===== config.mk =====
export PLATFORM = sky130hd
export DESIGN_NAME = robo_mission_ctrl
export DESIGN_NICKNAME = d
export VERILOG_FILES = /design/src/rtl/robo_mission_ctrl.sv
export SDC_FILE = /design/constraint.sdc
export NUM_CORES = 1
export LEC_CHECK = 0
export CAP_MARGIN = 10
export CORE_MARGIN = 3
export CORE_UTILIZATION = 52
export DETAILED_ROUTE_END_ITERATION = 10
export HOLD_SLACK_MARGIN = 0.02
export PLACE_DENSITY_LB_ADDON = 0.25
export SETUP_SLACK_MARGIN = 0.3
export SYNTH_ARGS = -nofsm -noshare
export SYNTH_HDL_FRONTEND = slang
export SYNTH_SLANG_ARGS = --single-unit

===== constraint.sdc =====
create_clock -name clock -period 3.98 [get_ports clock]
set_input_delay 0.597 -clock clock [delete_from_list [all_inputs] [get_ports clock]]
set_output_delay 0.597 -clock clock [all_outputs]
set_load 0.05 [all_outputs]

===== src/rtl/robo_mission_ctrl.sv =====
// Mission sequencer for a grid robot: launches a pose, alternates SENSE/ACT per movement,
// tracks the movement budget and faults on grid exits. Optional macro ROBO_REMOVE_COUNT_EN.
module robo_mission_ctrl (
    input  logic       clock,
    input  logic       reset,
    input  logic       start,
    input  logic       abort,
    input  logic [3:0] init_row,
    input  logic [4:0] init_col,
    input  logic [1:0] init_dir,
    input  logic [8:0] max_moves,
    input  logic       front,
    input  logic       turn,
    input  logic       remove,
    output logic       sense_req,
    output logic [3:0] row,
    output logic [4:0] col,
    output logic [1:0] dir,
    output logic [8:0] move_cnt,
    output logic [7:0] removed_cnt,
    output logic       busy,
    output logic       done,
    output logic       fault
);

    typedef enum logic [2:0] {IDLE, SENSE, ACT, DONE, FAULT} state_t;

    state_t     state;
    logic [8:0] max_reg;
    logic [4:0] step_row;
    logic [5:0] step_col;
    logic       step_ok;
    logic [1:0] turn_dir;
    logic       launch_bad;
    logic [8:0] move_inc;

    // Candidate step is computed one bit wider so that 1-1 and 10+1 fall outside the grid.
    always_comb begin
        step_row = {1'b0, row};
        step_col = {1'b0, col};
        case (dir)
            2'b00:   step_row = {1'b0, row} - 5'd1;
            2'b01:   step_row = {1'b0, row} + 5'd1;
            2'b10:   step_col = {1'b0, col} + 6'd1;
            default: step_col = {1'b0, col} - 6'd1;
        endcase
        step_ok = (step_row >= 5'd1) && (step_row <= 5'd10) &&
                  (step_col >= 6'd1) && (step_col <= 6'd20);
        case (dir)
            2'b00:   turn_dir = 2'b11;
            2'b11:   turn_dir = 2'b01;
            2'b01:   turn_dir = 2'b10;
            default: turn_dir = 2'b00;
        endcase
    end

    assign launch_bad = (init_row == 4'd0) || (init_row > 4'd10) ||
                        (init_col == 5'd0) || (init_col > 5'd20);
    assign move_inc   = move_cnt + 9'd1;

    always_ff @(posedge clock or negedge reset) begin
        if (!reset) begin
            state     <= IDLE;
            row       <= 4'd1;
            col       <= 5'd1;
            dir       <= 2'b00;
            move_cnt  <= 9'd0;
            max_reg   <= 9'd0;
            sense_req <= 1'b0;
            busy      <= 1'b0;
            done      <= 1'b0;
            fault     <= 1'b0;
`ifdef ROBO_REMOVE_COUNT_EN
            removed_cnt <= 8'd0;
`endif
        end else if (abort) begin
            state     <= IDLE;
            sense_req <= 1'b0;
            busy      <= 1'b0;
            done      <= 1'b0;
            fault     <= 1'b0;
        end else begin
            case (state)
                SENSE: begin
                    state     <= ACT;
                    sense_req <= 1'b0;
                end
                ACT: begin
                    move_cnt <= move_inc;
`ifdef ROBO_REMOVE_COUNT_EN
                    if (remove && (removed_cnt != 8'hFF))
                        removed_cnt <= removed_cnt + 8'd1;
`endif
                    if (front && !step_ok) begin
                        state <= FAULT;
                        busy  <= 1'b0;
                        fault <= 1'b1;
                    end else begin
                        if (front) begin
                            row <= step_row[3:0];
                            col <= step_col[4:0];
                        end else if (turn) begin
                            dir <= turn_dir;
                        end
                        if (move_inc == max_reg) begin
                            state <= DONE;
                            busy  <= 1'b0;
                            done  <= 1'b1;
                        end else begin
                            state     <= SENSE;
                            sense_req <= 1'b1;
                        end
                    end
                end
                default: begin
                    if (start) begin
                        row      <= init_row;
                        col      <= init_col;
                        dir      <= init_dir;
                        move_cnt <= 9'd0;
                        max_reg  <= max_moves;
`ifdef ROBO_REMOVE_COUNT_EN
                        removed_cnt <= 8'd0;
`endif
                        if (launch_bad) begin
                            state     <= FAULT;
                            sense_req <= 1'b0;
                            busy      <= 1'b0;
                            done      <= 1'b0;
                            fault     <= 1'b1;
                        end else if (max_moves == 9'd0) begin
                            state     <= DONE;
                            sense_req <= 1'b0;
                            busy      <= 1'b0;
                            done      <= 1'b1;
                            fault     <= 1'b0;
                        end else begin
                            state     <= SENSE;
                            sense_req <= 1'b1;
                            busy      <= 1'b1;
                            done      <= 1'b0;
                            fault     <= 1'b0;
                        end
                    end
                end
            endcase
        end
    end

`ifndef ROBO_REMOVE_COUNT_EN
    logic unused_remove;
    assign unused_remove = remove;
    assign removed_cnt   = 8'd0;
`endif

endmodule

# Word level (Yosys, flattened, before mapping)
# Cells that the tools add are included.
word_totals:
  reg_bits: 36
  out_inout_bits: 32
  word_cells: 113
op_classes:
  muxes: 48
  n_lt_le_gt_ge: 6
  add_sub_neg: 5
  bitwise_logic: 3
  n_eq_ne: 16
  n_reduce_logical: 25
op_table:
  columns: ["op", "count"]
  rows:
  - ["case mux 5 bit (2 select lines)", 2]
  - ["two-way mux 1 bit", 19]
  - ["case mux 9 bit (2 select lines)", 1]
  - ["two-way mux 5 bit", 3]
  - ["AND reduction 3 bit", 5]
  - ["two-way mux 2 bit", 6]
  - ["two-way mux 3 bit", 4]
  - ["two-way mux 4 bit", 3]
  - ["!= test 3 bit, second input constant", 4]
  - ["case mux 6 bit (2 select lines)", 1]
  - ["!= test 2 bit, second input constant", 5]
  - ["adder 9 x 1 -> 9 bit, second input constant", 1]
  - ["== test 9 bit", 1]
  - ["logical NOT 9 bit", 1]
  - ["two-way mux 9 bit", 1]
  - ["case mux 1 bit (2 select lines)", 4]
  - ["case mux 4 bit (2 select lines)", 1]
  - ["adder 5 x 1 -> 6 bit, second input constant", 1]
  - ["greater-or-equal comparator 6 x 1 -> 1 bit, second input constant", 1]
  - ["less-or-equal comparator 6 x 5 -> 1 bit, second input constant", 1]
  - ["case mux 2 bit (3 select lines)", 1]
  - ["case mux 3 bit (2 select lines)", 1]
  - ["AND reduction 6 bit", 1]
  - ["subtractor 5 x 1 -> 6 bit, second input constant", 1]
  - ["25 further kinds", 34]

# Logic depth before layout (Yosys ltp)
depth:
  word_depth: 11
  mapped_depth: 13
  mapped_depth_nobuf: 12

# Least setup slack after synthesis
# Ideal clock, no wire load.
synth_timing:
  path_kind: "register -> register"
  start: "register dir[0]"
  end: "register sense_req"
  synth_period_minus_slack_ns: 3.398
  setup_time_ns: 0.126
  path_slack_ns: 0.582
  required_ns: 3.854
  t_arrival_ns: 3.272
  path_stages_with_launch: 13
  cell_sequence: "dfrtp_1 -> inv_1 -> ha_1 -> inv_1 -> ha_1 -> or4b_2 -> o311ai_0 -> nor3_2 -> a21oi_4 -> a2111oi_4 -> a21bo_4 -> o211a_1 -> a221o_1"
synth_between:
  elab_chain_len: 10
synth_rtl:
  columns: ["element", "line_no", "source"]
  rows:
  - ["from (decl)", "18", "output logic [1:0] dir,"]
  - ["from (signal assigned)", "103", "dir <= turn_dir;"]
  - ["from (signal assigned)", "119", "dir <= init_dir;"]
  - ["== test 2 x 1 -> 1 bit / logical NOT 2 bit (equally long branches)", "41", "case (dir)"]
  - ["OR reduction 2 bit (no line) / case mux 5 bit (2 select lines) (equally long branches)", null, null]
  - ["case mux 6 bit (2 select lines), or another cell as far along", "41", null]
  - ["greater-or-equal comparator 6 x 1 -> 1 bit / logical AND 1 bit (equally long branches)", "48, 47", null]
  - ["logical AND 1 bit", "47", "step_ok = (step_row >= 5'd1) && (step_row <= 5'd10) &&"]
  - ["logical AND 1 bit *", "48", "(step_col >= 6'd1) && (step_col <= 6'd20);"]
  - ["logical NOT 1 bit *", "94", "if (front && !step_ok) begin"]
  - ["logical AND 1 bit *", "94", null]
  - ["!= test 3 bit (no line) *", null, null]
  - ["AND reduction 3 bit (no line) *", null, null]
  - ["to (signal assigned)", "86", "sense_req <= 1'b0;"]
  - ["to (signal assigned)", "111", "sense_req <= 1'b1;"]
  - ["to (signal assigned)", "127", "sense_req <= 1'b0;"]
  - ["to (decl)", "15", "output logic sense_req,"]
# Mark *: on every way between the ends. The rest lies on a longest branch, timed or not.
# A chain may end at the register's enable or synchronous reset.

# Worst setup path after layout
# Ends and elaborated chain as after synthesis.

==> results.sh <==
export IMPL_grt_start_max_net_pins=37
export IMPL_syn_area_mm2=0.002754
export IMPL_crit_type="flop to flop"
export IMPL_min_delay_path_depth=1
export IMPL_clock_path_buffers=2
export IMPL_drt_iter0_drc=190
export IMPL_yosysWarnings=0
export IMPL_cts_tree="done"
export IMPL_drive_gt1_frac=0.08864
export IMPL_synth_seq_cells=36
export IMPL_post_dp_hpwl_um=5198
export IMPL_arrival_ns=3.53
export IMPL_die_area_mm2=0.006206
export IMPL_antenna_found_initial=0
export IMPL_grt_pass1_vias=2451
export IMPL_ff2ff_path_depth=12
export IMPL_final_min_clock_period_ns=3.359
export IMPL_nFillCells=415
export IMPL_r2r_start="dir[0]$_DFFE_PN0P_"
export IMPL_ys_seq_area_frac=0.3280
export IMPL_clkTransAtPathRegs_ns=0.07
export IMPL_hold_viol_final=0
export IMPL_min_to="max_reg[6]$_DFFE_PN0P_"
export IMPL_crit_required_ns=4.15
export IMPL_relSlewSlack=0.4887
export IMPL_min_delay_start="max_reg[6]$_DFFE_PN0P_"
export IMPL_die_h_um=78.78
export IMPL_routedWlPerCell_um=16.57
export IMPL_clock_fmax_ghz=0.2978
export IMPL_synth_edff_count=0
export IMPL_reg2reg_slack_ns=0.62
export IMPL_ctsHoldBuffers=0
export IMPL_ir_worst_vdd_uv=627.7
export IMPL_grt_pass1_wl_um=11940
export IMPL_fin_total_pwr_mw=3.026
export IMPL_synth_async_reset_ratio=1.000
export IMPL_fin_skew_ns=0.005280
export IMPL_cp_start_kind="flop"
export IMPL_drt_total_wl_um=7092
export IMPL_port_buffers=49
export IMPL_core_area_mm2=0.004911
export IMPL_worstPathMaxFanout=8
export IMPL_grt_use_total=0.2403
export IMPL_drt_first_pass_iters=4
export IMPL_end_kind="flop"
export IMPL_cts_setup_buffers=0
export IMPL_outcome="finished, final reports clean"
export IMPL_io_pins=59
export IMPL_num_vias=2597
export IMPL_hp_class="flop to flop"
export IMPL_place_inst=420
export IMPL_die_w_um=78.78
export IMPL_routabilityCongestion=0.8496
export IMPL_leakage_nw=1.376
export IMPL_clk_latency_ns=0.29
export IMPL_rsz0062_at_grt="false"
export IMPL_htree_levels=2
export IMPL_synth_distinct_cells=63
export IMPL_start_util=0.5608
export IMPL_pwr_density_cell_mw_per_mm2=898.6
export IMPL_num_antenna_cells=0
export IMPL_fin_util=0.6856
export IMPL_ant_nets=0
export IMPL_setup_viol_count_final=0
export IMPL_worst_pin_slew_ns=0.7600
export IMPL_final_nets=400
export IMPL_fin_crit_sh=0.8438
export IMPL_row_count=25
export IMPL_setup_tns_ns=0
export IMPL_drc=0
export IMPL_cap_violations=0
export IMPL_syn_avg_cell_area_um2=8.827
export IMPL_numCtsBuffers=5
export IMPL_area_growth_pct=22.26
export IMPL_synthFlopType="dfrtp_1"
export IMPL_viasPerCell=6.068
export IMPL_globalRouteOverflowTotal=0
export IMPL_cts_resized_gates=0
export IMPL_finalMaxSlewViolations=0
export IMPL_clock_root_buffer="clkbuf_8"
export IMPL_fin_cells=428
export IMPL_netlist_instances=312
export IMPL_cts_sinks=36
export IMPL_rr_endpoint="sense_req$_DFFE_PN0P_"
==> worst max path at each step <==
stage,slack [ns],endpoint,cells after the start,start
finish,0.62,sense_req$_DFFE_PN0P_,12,dir[0]$_DFFE_PN0P_
floorplan,0.58,sense_req$_DFFE_PN0P_,12,dir[0]$_DFFE_PN0P_
CTS,0.64,sense_req$_DFFE_PN0P_,12,dir[0]$_DFFE_PN0P_
global route,0.39,col[2]$_DFFE_PN0P_,12,dir[1]$_DFFE_PN0P_
detailed placement,0.65,sense_req$_DFFE_PN0P_,12,dir[0]$_DFFE_PN0P_
global placement,0.73,sense_req$_DFFE_PN0P_,11,dir[1]$_DFFE_PN0P_
==> cell usage in the layout (no fill, tap or decap), drive strengths merged, types with 3 or more instances in the layout <==
cell,count
a21o,4
a21oi,16
a31oi,5
and3,6
buf,4
clkbuf,8
clkdlybuf4s50,49
conb,8
dfrtp,34
ha,11
inv,13
mux2,9
mux2i,4
nand2,23
nand2b,4
nand3,16
nand4,6
nor2,30
nor2b,3
nor3,6
nor4,6
o211ai,3
o21ai,23
o22a,3
o311a,3
o31ai,5
xnor2,15
xor2,5
==> cells in the mapped netlist, types with 6 or more instances <==
library cell  number  area (µm²)
dfrtp_1           34       850.8
nor2_1            30       112.6
nand2_1           23       86.33
o21ai_0           23       115.1
nand3_1           15       75.07
xnor2_1           15       131.4
a21oi_1           14       70.07
inv_1             13       48.80
ha_1              11       137.6
buf_4              9       67.56
mux2_2             9       101.4
clkbuf_1           8       30.03
nand4_1            6       37.54
nor4_1             6       37.54
==> worst max-delay path, cell delays in order, from the launching register on <==
cell       delay, ns
dfrtp_1         0.41
inv_1           0.09
ha_1            0.20
inv_1           0.13
ha_1            0.40
or4b_2          0.70
o311ai_0        0.16
nor3_2          0.13
a21oi_4         0.17
a2111oi_4       0.09
a21bo_4         0.28
o211a_1         0.21
a221o_1         0.27
==> layer usage <==
layer / up-vias / track usage / share of wire / routed length [µm]
met5: - / 0 / 0 / 0
met1: 1229 / 0.3410 / 0.44 / 3134
met3: 13 / 0.03741 / 0.073 / 517
met4: 0 / 0.08217 / 0.013 / 89
met2: 125 / 0.3727 / 0.47 / 3351
li1: 1230 / - / - / -
==> power breakdown <==
group	switching [mW]	leakage, nW	internal (mW)
combinational	1.25	0.886	0.838
clock	0.131	0.0455	0.141
sequential	0.161	0.444	0.506
==> area by class of cell <==
type	count	area [µm²]	area share
Clock buffer	8	90.09	0.02676
Inverter	14	52.55	0.01561
Multi-Input combinational cell	250	1717	0.5098
Sequential cell	36	903.4	0.2683
Tap cell	67	83.83	0.02490
Timing Repair Buffer	53	520.5	0.1546
==> logic make-up (layout without fill, tap and decap cells) <==
logic type,after synthesis,in the layout,synth area share
simple gates,112,112,0.2126
compound gates,84,84,0.2204
flops,36,36,0.3280
buf+inv,33,75,0.05815
xor+xnor,20,20,0.06361
fa+ha+maj,13,13,0.06452
mux,13,13,0.05134
other cells,1,8,0.001362
==> metrics by stage <==
stage | setup slack [ns] | hold WS, ns | area (µm²)
final | 0.6215 | 0.5345 | 3367
after global routing | 0.3913 | 0.5453 | 3367
after CTS | 0.6399 | 0.5328 | 3367
after detailed placement | 0.6520 | 0.5112 | 3277
after global placement | 0.7289 | 0.5063 | 3277
after floorplan | 0.5824 | 0.3014 | 2780
No activity file was read; power rests on OpenSTA's default activity.
